## src/rtl/button_event_decoder.sv

```systemverilog
// Turns a debounced button level into registered one-cycle event pulses
// (press, release, click, long press, auto-repeat) plus a held level.
module button_event_decoder #(
  parameter int unsigned CNT_LEN      = 26,
  parameter int unsigned LONG_VALUE   = 50_000_000,
  parameter int unsigned REPEAT_VALUE = 10_000_000,
  parameter bit          REPEAT_EN    = 1'b1
) (
  input  logic clk,
  input  logic reset,
  input  logic btn_db,
  output logic press,
  output logic release_p,
  output logic click,
  output logic long_press,
  output logic repeat_p,
  output logic held
);

  // Terminal counts: the counter starts at 0 on the state entry cycle.
  localparam logic [CNT_LEN-1:0] LONG_LAST   = CNT_LEN'(LONG_VALUE - 1);
  localparam logic [CNT_LEN-1:0] REPEAT_LAST = CNT_LEN'(REPEAT_VALUE - 1);

  typedef enum logic [1:0] {
    IDLE    = 2'd0,
    PRESSED = 2'd1,
    HELD    = 2'd2
  } state_e;

  state_e             state_q, state_d;
  logic [CNT_LEN-1:0] cnt_q, cnt_d;
  logic               btn_q, btn_d;
  logic               press_q, press_d;
  logic               release_q, release_d;
  logic               click_q, click_d;
  logic               long_q, long_d;
  logic               repeat_q, repeat_d;
  logic               held_q, held_d;
  logic               rise;

  // Previous level resets high so a button held through reset gives no press.
  always_ff @(posedge clk) begin
    if (!reset) begin
      state_q   <= IDLE;
      cnt_q     <= '0;
      btn_q     <= 1'b1;
      press_q   <= 1'b0;
      release_q <= 1'b0;
      click_q   <= 1'b0;
      long_q    <= 1'b0;
      repeat_q  <= 1'b0;
      held_q    <= 1'b0;
    end else begin
      state_q   <= state_d;
      cnt_q     <= cnt_d;
      btn_q     <= btn_d;
      press_q   <= press_d;
      release_q <= release_d;
      click_q   <= click_d;
      long_q    <= long_d;
      repeat_q  <= repeat_d;
      held_q    <= held_d;
    end
  end

  assign rise = btn_db & ~btn_q;

  // Next state, hold counter and event pulses; a release always wins.
  always_comb begin
    state_d   = state_q;
    cnt_d     = cnt_q;
    btn_d     = btn_db;
    press_d   = 1'b0;
    release_d = 1'b0;
    click_d   = 1'b0;
    long_d    = 1'b0;
    repeat_d  = 1'b0;

    case (state_q)
      IDLE: begin
        cnt_d = '0;
        if (rise) begin
          press_d = 1'b1;
          state_d = PRESSED;
        end
      end
      PRESSED: begin
        if (!btn_db) begin
          release_d = 1'b1;
          click_d   = 1'b1;
          cnt_d     = '0;
          state_d   = IDLE;
        end else if (cnt_q == LONG_LAST) begin
          long_d  = 1'b1;
          cnt_d   = '0;
          state_d = HELD;
        end else begin
          cnt_d = cnt_q + CNT_LEN'(1);
        end
      end
      HELD: begin
        if (!btn_db) begin
          release_d = 1'b1;
          cnt_d     = '0;
          state_d   = IDLE;
        end else if (!REPEAT_EN) begin
          cnt_d = '0;
        end else if (cnt_q == REPEAT_LAST) begin
          repeat_d = 1'b1;
          cnt_d    = '0;
        end else begin
          cnt_d = cnt_q + CNT_LEN'(1);
        end
      end
      default: begin
        cnt_d   = '0;
        state_d = IDLE;
      end
    endcase

    held_d = (state_d != IDLE);
  end

  assign press      = press_q;
  assign release_p  = release_q;
  assign click      = click_q;
  assign long_press = long_q;
  assign repeat_p   = repeat_q;
  assign held       = held_q;

endmodule
```

## config.mk

```make
export PLATFORM = sky130hd
export DESIGN_NAME = button_event_decoder
export DESIGN_NICKNAME = d
export VERILOG_FILES = /design/src/rtl/button_event_decoder.sv
export SDC_FILE = /design/constraint.sdc
export NUM_CORES = 1
export LEC_CHECK = 0
export BUFFER_PORTS_ARGS = -buffer_cell sky130_fd_sc_hd__buf_2
export CORE_AREA = 2 2 58 60
export DETAILED_ROUTE_END_ITERATION = 8
export DIE_AREA = 0 0 60 62
export GPL_TIMING_DRIVEN = 0
export PLACE_DENSITY = 0.76
export SYNTH_ARGS = -nofsm -noshare
export SYNTH_HDL_FRONTEND = slang
export SYNTH_SLANG_ARGS = --single-unit
```

## constraint.sdc

```tcl
create_clock -name clk -period 3.3 [get_ports clk]
set_input_delay 0.99 -clock clk [delete_from_list [all_inputs] [get_ports clk]]
set_output_delay 0.99 -clock clk [all_outputs]
set_load 0.03 [all_outputs]
```

==> flow_summary_export.csv, run 1 <==
group,metric,value,unit
outcome,status,"completed",
die,die_y,62,µm
synth,synth-edff-count,0,
synth,yosys.area_share.simple,0.268,
sta,skew,9.17,ps
critical_path,cp_data_required_time,3560,ps
die,initial_core_util,0.564,
cells_and_area,antennaDiodeCount,0,
route,drt_iter0_drc,127,
critical_path,crit_fanout,8,
power,vdd_drop_max,207,µV
die,die_area,0.00372,mm²
global_routing,first_global_vias,1403,
clock_network,cts_resized,0,
synth,synthCells,201,
critical_path,crit_type,"reg -> reg",
placed_design,place_ws,1020,ps
sta,fin_setup_tns,0,ps
global_routing,gr-usage-all-layers,0.222,
die,io_pins,9,
sta,timing.fmax,432,MHz
power,seqPwrFrac,0.642,
sta,fin_crit_sh,0.701,
synth,synth_top_family_by_area,"simple AND/OR/NAND/NOR gates",
clock_network,cts_hold_buf,0,
route,drtPass1Iterations,4,
synth,synth_ff_type,"dfxtp_1",
die,fp.dieW,60,µm
route,wirelength,3770,µm
cells_and_area,fill_cells,293,
sta,tightest_slew,509,ps
sta,finalHoldViolCount,0,
synth,yosys.area.top_type_share,0.391,
synth,synthMuxAreaShare,0,
synth,synth_xor_area_frac,0.0537,
power,p_per_area,343,mW/mm²
critical_path,worstPathArrival,2570,ps
clock_network,clock_latency,330,ps
synth,syn-cell-area,0.00179,mm²
global_routing,antenna_found_initial,0,
synth,synth_cell_types,42,
global_routing,grt_pass1_wl,6230,µm
cells_and_area,fin_util,0.609,
global_routing,grt_max_degree,11,
synth,synth_seq_cells,35,
synth,async_flop_share,0,
placed_design,portBuffers,7,
cells_and_area,fin_cells,262,
cells_and_area,area.sequential,701,µm²
global_routing,gr-total-overflow,0,
clock_network,cts_sinks,35,
run,drv_cap,0,
sta,drv_slew,0,
critical_path,cp-start-kind,"flip-flop",
synth,synth_nets,209,
cells_and_area,multi_input_area,966,µm²
hold_path,hp-class,"reg -> reg",
critical_path,reg2reg_depth,6,
clock_network,post_cts_buffers,0,
cells_and_area,nets,223,
synth,netlist_top_cells_area,"dfxtp_1, a22oi_1, xnor2_1",
power,p_int,0.515,mW
sta,slew_headroom,0.656,
sta,finalSetupViolations,0,
synth,synth_warnings,0,
synth,ys_seq_area_frac,0.391,
synth,synth_adder_area_share,0.0349,
critical_path,r2r_slack,990,ps
placed_design,gp_congestion,0.871,
route,dr_total_vias,1558,
critical_path,endpoint_kind,"flip-flop",
synth,synth_compound_area_frac,0.182,
cells_and_area,layout_common_cells,"dfxtp_1, a22oi_1, nand2_1, nand3_1, a21oi_1",
die,std_cell_rows,21,
sta,rsz0062_at_grt,"no",
placed_design,dp_cells,254,
sta,timing.final.crit_period,2310,ps
power,swShare,0.225,
sta,setup_ws,988,ps
route,route.detailed.drc,0,
clock_network,clkTransAtPathRegs,100,ps
power,leakage,0.582,nW
synth,avgSynthCellArea,8.92,µm²
cells_and_area,drive_gt1_frac,0.144,
placed_design,hpwlAfterDp,2780,µm
die,core_area,0.00318,mm²
hold_path,holdPathStages,1,
clock_network,cts_buffers,5,
route,via_per_inst,5.95,
power,netSwitchingPower,0.149,mW
clock_network,cts_tree,"built",
clock_network,ctsRootBufferMaster,"clkbuf_4",
power,p_comb_frac,0.030,
power,p_clk_frac,0.327,
clock_network,h-tree-depth,2,
synth,synth_top_area_cell,"dfxtp_1",
cells_and_area,syn_to_final_growth,7.96,%
cells_and_area,final_common_cell,"dfxtp_1",
clock_network,clockBufferDepth,2,
route,ant_nets,0,
route,wire_per_inst,14.4,µm
==> through the flow <==
step,power (mW),cell area [µm²],hold slack [ps]
global placement,0.455,1890,430
detailed placement,0.457,1890,439
finish,0.664,1940,454
global route,0.696,1940,478
CTS,0.669,1940,454
floorplan,0.451,1790,415
==> power groups by stage <==
| stage | clock network (mW) | logic [mW] | registers (mW) |
|---|---|---|---|
| 3_3_place_gp | 0 | 0.0191 | 0.436 |
| 6_report | 0.217 | 0.0203 | 0.427 |
| 2_1_floorplan | 0 | 0.0114 | 0.439 |
| 3_5_place_dp | 0 | 0.0201 | 0.437 |
| 4_1_cts | 0.222 | 0.0202 | 0.427 |
| 5_1_grt | 0.246 | 0.0229 | 0.428 |
==> state kept, by name, indices dropped and copies added (netlist names) <==
signal      cells
btn_q           1
held            1
cnt_q          26
repeat_p        1
release_p       1
state_q         2
click           1
press           1
long_press      1
==> logic make-up after synthesis <==
group	Yosys count
adder cells (fa/ha/maj)	5
buffers and inverters	21
AO/OA/AOI/OAI	49
XOR/XNOR	11
AND/OR/NAND/NOR	80
flip-flops	35
==> cell type report <==
cell class	count	area share
clock buffers	7	0.0233
clock inverters	1	0.00259
flip-flops and latches	35	0.362
well taps	46	0.0297
inverters	10	0.0194
multi-input cells	145	0.499
repair buffers	7	0.0181
plain buffers	11	0.0459
==> Yosys cell counts (4+ instances only) <==
cell type / n
a21oi_1: 12
a22oi_1: 14
buf_6: 6
dfxtp_1: 35
ha_1: 5
inv_1: 10
nand2_1: 13
nand3_1: 13
nand4_1: 6
nor2_1: 7
nor3_1: 7
o21ai_0: 10
o31ai_1: 4
or3_1: 4
or4_1: 6
xnor2_1: 9
==> metal layers <==
metal,GRT usage,share of wire
met1,0.291,0.46
met2,0.352,0.48
met4,0.0730,0.013
met5,0,0
met3,0.0663,0.044
==> path summary, 6_finish.rpt <==
check,to,from
worst max-delay path,cnt_q[22],cnt_q[0]
worst min-delay path,press,btn_q
worst max register to register,cnt_q[22],cnt_q[0]
worst min register to register,press,btn_q
==> critical path, cell delays in order (launching register included) <==
cell,delay [ps]
dfxtp_1,420
ha_1,230
nand2_1,170
or4_1,580
clkbuf_1,200
or4_1,490
a22oi_1,160
(Power assumes the default switching activity.)
==> run 2: changes to the inputs <==
--- a/config.mk
+++ b/config.mk
@@ -6,11 +6,11 @@
 export NUM_CORES = 1
 export LEC_CHECK = 0
 export BUFFER_PORTS_ARGS = -buffer_cell sky130_fd_sc_hd__buf_2
-export CORE_AREA = 2 2 58 60
+export CORE_AREA = 2 2 61 63
 export DETAILED_ROUTE_END_ITERATION = 8
-export DIE_AREA = 0 0 60 62
+export DIE_AREA = 0 0 63 65
 export GPL_TIMING_DRIVEN = 0
-export PLACE_DENSITY = 0.76
+export PLACE_DENSITY = 0.73
 export SYNTH_ARGS = -nofsm -noshare
 export SYNTH_HDL_FRONTEND = slang
 export SYNTH_SLANG_ARGS = --single-unit
==> constraint.sdc (replaced) <==
create_clock -name clk -period 2 [get_ports clk]
set_input_delay 0.6 -clock clk [delete_from_list [all_inputs] [get_ports clk]]
set_output_delay 0.6 -clock clk [all_outputs]
set_load 0.03 [all_outputs]
==> flow_summary_export.csv, run 2 (same netlist as run 1, synthesis figures left out) <==
group,metric,value,unit
outcome,status,"finished with violations",
outcome,violations,"negative setup slack",
sta,holdWs,464,ps
die,std_cell_rows,22,
clock_network,h-tree-depth,2,
critical_path,critical_path.top_delay_family,"simple AND/OR/NAND/NOR gates",
die,initial_core_util,0.513,
sta,fin_setup_tns,-591,ps
die,io_pins,9,
global_routing,met2_usage,0.344,
cells_and_area,drive_gt1_frac,0.342,
critical_path,cp_slowest_stage_delay,550,ps
clock_network,cts_tree,"built",
sta,tightest_slew,369,ps
cells_and_area,layout_common_cells,"dfxtp_1, buf_4, nand3_1",
sta,finalHoldViolCount,0,
critical_path,worstPathArrival,2320,ps
cells_and_area,multi_input_area,0.00106,mm²
route,wirelength,4160,µm
sta,timing.fmax,486,MHz
hold_path,hp-class,"reg -> reg",
critical_path,cp_slowest_cell,"or4_4",
global_routing,antenna_found_initial,0,
global_routing,first_global_vias,1462,
critical_path,crit_fanout,8,
clock_network,clkTransAtPathRegs,110,ps
cells_and_area,top_register,"cnt_q",
critical_path,crit_type,"reg -> reg",
die,die_y,65,µm
critical_path,endpoint_kind,"flip-flop",
placed_design,hpwlAfterDp,2560,µm
power,swShare,0.209,
hold_path,min_from,"btn_q",
clock_network,cts_buffers,5,
critical_path,r2r-start,"cnt_q[1]",
route,wire_per_inst,14.9,µm
sta,setup_ws,-59.0,ps
cells_and_area,reg_top3,"cnt_q: 26 flops, state_q: 2 flops",
cells_and_area,fill_cells,315,
global_routing,grt_max_degree,12,
route,dr_total_vias,1609,
cells_and_area,final_common_cell,"dfxtp_1",
clock_network,ctsRootBufferMaster,"clkbuf_4",
die,core_area,0.00350,mm²
cells_and_area,antennaDiodeCount,0,
global_routing,gr-usage-all-layers,0.206,
power,seqPwrFrac,0.551,
placed_design,dp_cells,256,
power,p_int,1.01,mW
global_routing,grt_use_met1,0.265,
power,vdd_drop_max,350,µV
cells_and_area,fin_cells,279,
critical_path,critPathBufInv,1,
clock_network,clock_latency,340,ps
placed_design,gp_congestion,0.808,
sta,rsz0062_at_grt,"yes",
critical_path,cp_data_required_time,2260,ps
sta,timing.final.crit_period,2060,ps
sta,finalSetupViolations,20,
power,netSwitchingPower,0.265,mW
global_routing,grt-busiest-layer,"met2",
critical_path,crit_chain,"ha_4 -> nand2_4 -> or4_4 -> buf_4 -> or4_1 -> a22oi_1",
clock_network,clockBufferDepth,2,
power,p_comb_frac,0.028,
route,drtPass1Iterations,4,
cells_and_area,nets,238,
cells_and_area,fin_util,0.636,
cells_and_area,largest_reg_flops,26,
die,fp.dieW,63,µm
power,p_per_area,572,mW/mm²
power,leakage,0.708,nW
power,p_clk_frac,0.421,
sta,skew,11.5,ps
cells_and_area,syn_to_final_growth,23.9,%
sta,drv_slew,0,
route,drt_iter0_drc,91,
global_routing,grt_pass1_wl,6620,µm
global_routing,met3_usage,0.0365,
clock_network,cts_hold_buf,0,
global_routing,gr-total-overflow,0,
route,via_per_inst,5.77,
clock_network,cts_sinks,35,
route,ant_nets,0,
sta,slew_headroom,0.752,
route,route.detailed.drc,0,
sta,fin_crit_sh,1.03,
critical_path,critPathLaunch,"cnt_q[1]",
critical_path,cp-start-kind,"flip-flop",
die,die_area,0.00410,mm²
run,drv_cap,0,
placed_design,portBuffers,7,
cells_and_area,area.sequential,722,µm²
-- run 2: changes by cell type in the layout (fill, tap and decap cells not counted), sizes merged --
cell,delta
clkbuf,-3
buf,+17
bufinv,+1
-- run 2: metrics by stage --
step	total power [mW]	worst slack (ps)	cell area (µm²)
global route	1.32	-131	2220
global placement	0.753	-216	1890
CTS	1.27	-125	2130
finish	1.27	-59.0	2220
floorplan	0.744	-21.8	1800
detailed placement	0.753	-187	1890
-- run 2: power by group through the flow --
stage               sequential (mW)  combinational [mW]  clock [mW]
floorplan                     0.725              0.0188           0
global placement              0.720              0.0323           0
detailed placement            0.720              0.0326           0
CTS                           0.700              0.0338       0.537
global route                  0.701              0.0392       0.575
finish                        0.700              0.0350       0.535
-- run 2: area by class of cell --
type | count | share of cell area
clock inverter | 2 | 0.0158
inverter | 10 | 0.0169
buffer | 9 | 0.0377
sequential | 35 | 0.325
timing repair buffer | 24 | 0.0771
clock buffer | 6 | 0.0231
tap | 48 | 0.0270
multi-input combinational | 145 | 0.477
-- run 2: path summary, 6_finish.rpt --
path	endpoint	cells past startpoint	slack, ps
setup / recovery	cnt_q[22]	6	-60
hold / removal	press	1	460
setup reg to reg	cnt_q[22]	6	-60
hold reg to reg	press	1	460
-- run 2: layer usage --
| layer | part of all wire | vias up |
|---|---|---|
| li1 | - | 805 |
| met1 | 0.48 | 763 |
| met2 | 0.48 | 34 |
| met3 | 0.032 | 7 |
| met4 | 0.0075 | 0 |
| met5 | 0 | - |
-- run 2: what timing repair did --
item,CTS,global route
setup endpoints to repair,28,30
resized for setup,28,18
hold endpoints to repair,0,0
buffers inserted,10,4
gates cloned,2,1
pin swaps,13,6
